===== src/rtl/sd_pkg.sv =====
// Shared constants for the SD sector path: op codes, address width and the
// sequencer state encoding, which debug tooling decodes alongside the controller's.
package sd_pkg;

  localparam logic OP_READ  = 1'b0;
  localparam logic OP_WRITE = 1'b1;

  localparam int SECTOR_ADDR_W = 26;

  localparam logic [2:0] ST_IDLE   = 3'd0;
  localparam logic [2:0] ST_LAUNCH = 3'd1;
  localparam logic [2:0] ST_XFER   = 3'd2;
  localparam logic [2:0] ST_FINISH = 3'd3;
  localparam logic [2:0] ST_ABORT  = 3'd4;

  // Tie goes to the port that did not win last; otherwise the lone requester.
  function automatic logic rr_pick(input logic valid0, input logic valid1, input logic last_grant);
    return (valid0 && valid1) ? ~last_grant : valid1;
  endfunction

endpackage


===== src/rtl/sd_rr_arbiter.sv =====
// Two-input round-robin grant. last_grant only moves when a sector retires,
// so a port keeps its turn across the whole launch/transfer sequence.
module sd_rr_arbiter
  import sd_pkg::*;
(
  input  logic clk,
  input  logic rst_n,
  input  logic valid0,
  input  logic valid1,
  input  logic retire,
  input  logic retire_port,
  output logic grant_valid,
  output logic grant
);

  logic last_grant;

  always_ff @(posedge clk or negedge rst_n) begin
    if (!rst_n) begin
      last_grant <= 1'b1;
    end else if (retire) begin
      last_grant <= retire_port;
    end
  end

  assign grant_valid = valid0 | valid1;
  assign grant       = rr_pick(valid0, valid1, last_grant);

endmodule


===== src/rtl/sd_sector_arbiter.sv =====
// Arbitrates two sector requesters onto one SD sector controller, sequences the
// execute/busy handshake, steers byte data and reports done/error per sector.
module sd_sector_arbiter
  import sd_pkg::*;
#(
  parameter int SECTOR_BYTES   = 512,
  parameter int TIMEOUT_CYCLES = 1_000_000
) (
  input  logic                     clk,
  input  logic                     rst_n,
  input  logic                     req0_valid,
  input  logic                     req0_op,
  input  logic [SECTOR_ADDR_W-1:0] req0_addr,
  input  logic [7:0]               req0_wdata,
  output logic                     req0_ready,
  output logic                     req0_byte_stb,
  output logic                     req0_done,
  output logic                     req0_error,
  input  logic                     req1_valid,
  input  logic                     req1_op,
  input  logic [SECTOR_ADDR_W-1:0] req1_addr,
  input  logic [7:0]               req1_wdata,
  output logic                     req1_ready,
  output logic                     req1_byte_stb,
  output logic                     req1_done,
  output logic                     req1_error,
  output logic [7:0]               rdata,
  output logic                     sd_execute,
  output logic                     sd_op_code,
  output logic [SECTOR_ADDR_W-1:0] sd_sector_address,
  output logic [7:0]               sd_outgoing_byte,
  input  logic [7:0]               sd_incoming_byte,
  input  logic                     sd_finished_byte,
  input  logic                     sd_finished_sector,
  input  logic                     sd_busy
);

  localparam int CNT_W = $clog2(SECTOR_BYTES) + 1;
  localparam int TMR_W = $clog2(TIMEOUT_CYCLES) + 1;
  localparam logic [CNT_W-1:0] CNT_FULL = CNT_W'(SECTOR_BYTES);
  localparam logic [TMR_W-1:0] TMR_LAST = TMR_W'(TIMEOUT_CYCLES - 1);

  logic [2:0]       state;
  logic             gnt;
  logic [CNT_W-1:0] byte_cnt;
  logic [CNT_W-1:0] cnt_next;
  logic [TMR_W-1:0] timer;
  logic             timer_hit;
  logic             arb_valid;
  logic             arb_grant;
  logic             retire;
  logic             byte_evt;
  logic             finish_evt;
  logic             abort_evt;

  assign retire    = (state == ST_FINISH) || (state == ST_ABORT);
  assign cnt_next  = byte_cnt + 1'b1;
  assign timer_hit = (timer == TMR_LAST);

  sd_rr_arbiter u_arb (
    .clk         (clk),
    .rst_n       (rst_n),
    .valid0      (req0_valid),
    .valid1      (req1_valid),
    .retire      (retire),
    .retire_port (gnt),
    .grant_valid (arb_valid),
    .grant       (arb_grant)
  );

  // Write data is only driven while a sector is in flight, so the bus idles at 0.
  assign sd_outgoing_byte = ((state == ST_LAUNCH) || (state == ST_XFER)) ?
                            (gnt ? req1_wdata : req0_wdata) : 8'h00;

  // A byte arriving with the sector strobe is counted before the length check.
  always_comb begin
    byte_evt   = 1'b0;
    finish_evt = 1'b0;
    abort_evt  = 1'b0;
    case (state)
      ST_LAUNCH: abort_evt = timer_hit;
      ST_XFER: begin
        if (sd_finished_byte && (byte_cnt == CNT_FULL)) begin
          abort_evt = 1'b1;
        end else if (sd_finished_byte) begin
          byte_evt = 1'b1;
          if (sd_finished_sector) begin
            finish_evt = (cnt_next == CNT_FULL);
            abort_evt  = (cnt_next != CNT_FULL);
          end
        end else if (sd_finished_sector) begin
          finish_evt = (byte_cnt == CNT_FULL);
          abort_evt  = (byte_cnt != CNT_FULL);
        end else begin
          abort_evt = timer_hit;
        end
      end
      default: ;
    endcase
  end

  always_ff @(posedge clk or negedge rst_n) begin
    if (!rst_n) begin
      state             <= ST_IDLE;
      gnt               <= 1'b0;
      byte_cnt          <= '0;
      timer             <= '0;
      req0_ready        <= 1'b0;
      req1_ready        <= 1'b0;
      req0_byte_stb     <= 1'b0;
      req1_byte_stb     <= 1'b0;
      req0_done         <= 1'b0;
      req1_done         <= 1'b0;
      req0_error        <= 1'b0;
      req1_error        <= 1'b0;
      rdata             <= 8'h00;
      sd_execute        <= 1'b0;
      sd_op_code        <= 1'b0;
      sd_sector_address <= '0;
    end else begin
      req0_ready    <= 1'b0;
      req1_ready    <= 1'b0;
      req0_byte_stb <= byte_evt && !gnt;
      req1_byte_stb <= byte_evt && gnt;
      req0_done     <= finish_evt && !gnt;
      req1_done     <= finish_evt && gnt;
      req0_error    <= abort_evt && !gnt;
      req1_error    <= abort_evt && gnt;
      case (state)
        ST_IDLE: begin
          if (arb_valid) begin
            gnt               <= arb_grant;
            sd_op_code        <= arb_grant ? req1_op : req0_op;
            sd_sector_address <= arb_grant ? req1_addr : req0_addr;
            byte_cnt          <= '0;
            timer             <= '0;
            req0_ready        <= !arb_grant;
            req1_ready        <= arb_grant;
            state             <= ST_LAUNCH;
          end
        end
        ST_LAUNCH: begin
          if (abort_evt) begin
            sd_execute <= 1'b0;
            state      <= ST_ABORT;
          end else begin
            timer <= timer + 1'b1;
            // Execute is held at least one cycle before busy is honoured.
            if (sd_execute && sd_busy) begin
              sd_execute <= 1'b0;
              state      <= ST_XFER;
            end else begin
              sd_execute <= 1'b1;
            end
          end
        end
        ST_XFER: begin
          if (byte_evt) begin
            byte_cnt <= cnt_next;
            timer    <= '0;
            if (sd_op_code == OP_READ) rdata <= sd_incoming_byte;
          end else begin
            timer <= timer + 1'b1;
          end
          if (abort_evt)       state <= ST_ABORT;
          else if (finish_evt) state <= ST_FINISH;
        end
        default: state <= ST_IDLE;
      endcase
    end
  end

endmodule


===== config.mk =====
export PLATFORM = sky130hd
export DESIGN_NAME = sd_sector_arbiter
export DESIGN_NICKNAME = d
export VERILOG_FILES = /design/src/rtl/sd_pkg.sv /design/src/rtl/sd_rr_arbiter.sv /design/src/rtl/sd_sector_arbiter.sv
export SDC_FILE = /design/constraint.sdc
export NUM_CORES = 1
export LEC_CHECK = 0
export CORE_MARGIN = 2
export CORE_UTILIZATION = 47
export CTS_BUF_LIST = sky130_fd_sc_hd__clkbuf_2 sky130_fd_sc_hd__clkbuf_4 sky130_fd_sc_hd__clkbuf_8
export DETAILED_ROUTE_END_ITERATION = 6
export HOLD_SLACK_MARGIN = 0.05
export PLACE_DENSITY = 0.82
export SKIP_CTS_REPAIR_TIMING = 1
export SLEW_MARGIN = 20
export SYNTH_ARGS = -nofsm -noshare
export SYNTH_HDL_FRONTEND = slang
export SYNTH_SLANG_ARGS = --single-unit
export TNS_END_PERCENT = 10

===== constraint.sdc =====
create_clock -name clk -period 2.95 [get_ports clk]
set_input_delay 0.59 -clock clk [delete_from_list [all_inputs] [get_ports clk]]
set_output_delay 0.59 -clock clk [all_outputs]
set_load 0.02 [all_outputs]

# --- Word level (Yosys, flattened, before mapping) ---
# Index checks and enable logic that the tools add are counted.
word_totals:
  ff_bits: 80
  inputBits: 85
  out_inout_bits: 52
  elab_cells: 94
op_classes:
  n_addsub: 2
  n_eq_ne: 14
  n_mux: 37
  bitwise: 3
  reduce_logical: 21
op_table:
  columns: ["op", "n"]
  rows:
  - ["$mux 21", 3]
  - ["$pmux 21 s3", 1]
  - ["$mux 26", 1]
  - ["$add 21x1->21 const B", 1]
  - ["$eq 21x20->1 const B", 1]
  - ["$eq 10x10->1 const B", 2]
  - ["$mux 1", 20]
  - ["$mux 10", 2]
  - ["$ne 10x10->1 const B", 2]
  - ["$pmux 10 s2", 1]
  - ["$mux 8", 2]
  - ["$mux 3", 5]
  - ["$reduce_and 3->1", 4]
  - ["$add 10x1->10 const B", 1]
  - ["$logic_and 1x1->1", 9]
  - ["$pmux 3 s3", 1]
  - ["$eq 3x2->1 const B", 2]
  - ["$ne 2x2->1 const B", 3]
  - ["$eq 3x1->1 const B", 1]
  - ["$eq 3x3->1 const B", 1]
  - ["$logic_not 3->1", 1]
  - ["$ne 3x2->1 const B", 1]
  - ["$ne 3x3->1 const B", 1]
  - ["$reduce_bool 3->1", 1]
  - ["7 further kinds", 10]

# --- Depth between registers and ports, before layout ---
depth:
  ltp_word: 9
  ltp_mapped: 9
  ltp_nobuf: 7

# --- Modules after synthesis ---
# Synthesis repeated with hierarchy kept, for this count alone.
unflattened:
  cells_unflattened: 426
  area_unflattened_um2: 4165.2
modules_own_cells:
  columns: ["module", "n_inst", "cells_each", "area_per_inst_um2"]
  rows:
  - ["sd_sector_arbiter", 1, 422, 4110.2]
  - ["sd_rr_arbiter", 1, 4, 55.1]

# --- Worst setup path after synthesis ---
# OpenSTA, ideal clock, no wires.
synth_path:
  path_type: "register to register"
  from: "reg state[0]"
  to: "reg rdata[0]"
  setup_time_ns: 0.125
  arrival_time_ns: 1.918
  setup_slack_ns: 0.908
  stages_incl_launch_ff: 8
  synth_period_minus_slack_ns: 2.042
  path_cell_list: "dfrtp_1 -> buf_6 -> or3b_1 -> buf_2 -> a311o_1 -> buf_6 -> nor2_8 -> mux2_2"
synth_between:
  elab_chain_cells: 3
synth_lines:
  columns: ["item", "line_no", "text"]
  rows:
  - ["start, declared", "sd_sector_arbiter.sv:43", "logic [2:0] state;"]
  - ["start signal, assigned", "sd_sector_arbiter.sv:104", "state <= ST_IDLE;"]
  - ["start signal, assigned", "sd_sector_arbiter.sv:139", "state <= ST_LAUNCH;"]
  - ["start signal, assigned", "sd_sector_arbiter.sv:145", "state <= ST_ABORT;"]
  - ["$eq 3x2->1 *", "sd_sector_arbiter.sv:80, sd_sector_arbiter.sv:129", null]
  - ["$mux 1", "sd_sector_arbiter.sv:80", "case (state)"]
  - ["$reduce_and 3->1 (no line) *", null, null]
  - ["end signal, assigned", "sd_sector_arbiter.sv:161", "if (sd_op_code == OP_READ) rdata <= sd_incoming_byte;"]
  - ["end, declared", "sd_sector_arbiter.sv:27", "output logic [7:0] rdata,"]
# Mark *: on every way between the ends. The rest lies on a longest branch, timed or not.
# A chain may end at the register's enable or synchronous reset.

# --- Worst setup path after layout ---
layout_path:
  from: "reg state[1]"
  to: "out sd_outgoing_byte[6]"
layout_between:
  elab_chain_cells: 3
  elab_cells_between_ends: 4
  cone_classes: "eq/ne: 2; mux: 1; reduce/logical: 1"
layout_lines:
  columns: ["item", "line_no", "text"]
  rows:
  - ["$eq 3x1->1 / $eq 3x2->1 (equally long branches)", "sd_sector_arbiter.sv:72", "assign sd_outgoing_byte = ((state == ST_LAUNCH) || (state == ST_XFER)) ?"]
  - ["$logic_or 1x1->1 *", "sd_sector_arbiter.sv:72", null]
  - ["$mux 8 *", "sd_sector_arbiter.sv:72", null]
  - ["end, declared", "sd_sector_arbiter.sv:31", "output logic [7:0] sd_outgoing_byte,"]
# Marks and branches as above.

==> impl_metrics.toml <==
[logic_synthesis]
async_flop_share_pct = 100
synth_nets = 498
syn_avg_cell_area_um2 = 9.91
ys_seq_area_share_pct = 49.3
synth_edf_count = 0
synth_top_area_cell = "dfrtp_1"
yosys.area.top_type_share_pct = 48.7
ys_ff_latch = 80
ys_types = 53
synthFlopType = "dfrtp_1"
synth.area.top_cells = "dfrtp_1, mux2i_1, o21ai_0, nand2_1, nor2_1"
syn_inst = 410
netlist_area_um2 = 4060
ys.warnings.count = 0

[grt]
antenna_found_initial = 0
track_usage_pct = 23.3
grt_pass1_vias = 3528
grt.overflow.total = 0
grt_max_degree = 81
grt_pass1_wl_um = 17500

[layout]
final_net_count = 622
multi_input_area_um2 = 1900
final_cell_mix = "clkdlybuf4s50_1, dfrtp_1, nand2_1"
layout_commonest_cell = "clkdlybuf4s50_1"
layoutNonFillerInstCount = 644
seqCellArea_um2 = 2000
drive_gt1_share_pct = 7.98
n_antenna_cell = 0
area_growth_pct = 41.2
fillers = 620

[drt]
num_vias = 3489
dr.pass1.iters = 4
viasPerCell = 5.42
routed_wl_um = 10700
ant_nets = 0
drc_errors = 0
drtIter0Drc = 142
wire_per_inst_um = 16.6

[timing]
rsz0062_at_grt = "no"
finalCritPeriodShare_pct = 94.6
fin_setup_tns_ns = 0
setup_viol = 0
slew_violations = 0
hold_viol_final = 0
tightest_slew_ns = 0.829
fin_crit_ns = 2.79
relSlewSlack_pct = 44.7
fmaxAchievable_mhz = 358
finClkSkew_ns = 0.00932

[worst_hold_path]
worstHoldPathType = "in -> async"

[floorplan]
die_y_um = 97.0
die_area_um2 = 9400
fp-row-count = 33
coreArea_um2 = 8300
ios = 137
die_width_um = 97.0
floorplan.initialDensity_pct = 49.0

[clocking]
cts-buffers-inserted = 9
cts.reportedPaths.clkPinSlew_ns = 0.08
cts_tree = "yes"
clkSinkCount = 80
clk_latency_ns = 0.35
cts_root_buf = "clkbuf_8"
clock_path_buffers = 2
htreeDepth = 3

[power]
clkPwrFrac_pct = 19.1
p_leak_nw = 2.46
p_switching_mw = 1.85
intPower_mw = 3.04
max-vdd-ir-drop_mv = 0.438
switching_share_pct = 37.9
pwr-share-seq_pct = 34.3
power.density_nw_per_um2 = 852
p_comb_share_pct = 46.6

[placed_design]
place_congestion = 0.922
dp_cells = 628
dp_hpwl_um = 7920
port-buffer-count = 136

[job]
drv_cap = 0

[outcome]
status = "finished clean"

[critical_path]
arrival_ns = 2.20
end_kind = "output port"
regToRegSetupSlack_ns = 0.44
path_class = "reg -> out"
critical_path_required_ns = 2.36
cp_max_fo = 11
startpoint_type = "flip-flop"
stage by stage:
step	utilization, %	power (mW)	setup slack (ns)	hold slack [ns]	instance area [um^2]
after floorplan	-	2.91	0.908	0.294	4060
after global placement	66.2	3.93	0.357	0.462	5490
after detailed placement	66.2	3.98	0.338	0.469	5490
after CTS	69.1	4.92	0.0767	0.445	5730
after global routing	69.1	5.17	0.0235	0.334	5740
final	69.1	4.89	0.160	0.255	5740
cell type report:
cell class                      count  share of cell area, %
Clock buffer                       12                   2.88
Clock inverter                      4                   1.31
Inverter                            8                  0.523
Multi-Input combinational cell    292                   33.2
Sequential cell                    80                   34.9
Tap cell                          105                   2.29
Timing Repair Buffer              143                   24.9
critical path, stage by stage, from the launching register on:
cell             delay (ns)
dfrtp_1                0.49
nand2b_1               0.24
a21o_2                 0.31
nor2_1                 0.18
clkdlybuf4s50_1        0.64
cell usage after synthesis (all sizes together), types with 4 or more instances:
cell type   n
nand3      19
nor2       39
a211oi      4
nor3        9
nand2b      6
o21ai      39
a221o       6
xor2       11
mux2i      30
nor3b       6
nand4       6
mux2        9
dfrtp      79
and3        9
buf        12
a21oi       9
inv         8
nor4        5
xnor2       8
clkbuf     18
nand2      39
sequential cells by signal (all words and copies together) (netlist names):
name,count
sd_sector_address,26
timer,21
byte_cnt,10
rdata,8
state,3
gnt,1
req0_byte_stb,1
req0_done,1
req0_error,1
req0_ready,1
req1_byte_stb,1
req1_done,1
req1_error,1
req1_ready,1
sd_execute,1
sd_op_code,1
u_arb.last_grant,1
path summary, 6_finish.rpt:
check | startpoint | to | cells after the start
setup / recovery | state[1]$_DFFE_PN0P_ | sd_outgoing_byte[6] | 4
hold / removal | rst_n | sd_sector_address[4]$_DFFE_PN0P_ | 1
setup reg to reg | timer[6]$_DFFE_PN0P_ | timer[0]$_DFFE_PN0P_ | 6
hold reg to reg | sd_sector_address[0]$_DFFE_PN0P_ | sd_sector_address[0]$_DFFE_PN0P_ | 2
max in group asynchronous | rst_n | timer[3]$_DFFE_PN0P_ | 1
min in group clk | sd_sector_address[0]$_DFFE_PN0P_ | sd_sector_address[0]$_DFFE_PN0P_ | 2
layer usage:
layer | share of wire [%] | vias up | global-route usage [%]
li1 | - | 1690 | -
met1 | 39 | 1665 | 27.7
met2 | 52 | 119 | 40.4
met3 | 7.2 | 15 | 6.65
met4 | 1.9 | 0 | 8.34
met5 | 0 | - | 0
power by group through the flow:
stage | Sequential, mW | Combinational (mW) | Clock (mW)
floorplan | 1.91 | 0.998 | 0
global placement | 1.68 | 2.25 | 0
detailed placement | 1.69 | 2.29 | 0
CTS | 1.68 | 2.30 | 0.946
global route | 1.73 | 2.45 | 0.988
finish | 1.68 | 2.28 | 0.934
kinds of logic (layout without fill, tap and decap cells):
group | count (synthesis) | count (layout) | share of synthesized area [%]
flops | 80 | 80 | 49.3
simple gates | 156 | 156 | 19.9
mux | 39 | 39 | 9.89
buf+inv | 38 | 167 | 4.40
fa+ha+maj | 3 | 3 | 0.924
xor+xnor | 19 | 19 | 4.10
compound gates | 75 | 75 | 11.5
Power figures use the tool's default switching activity.
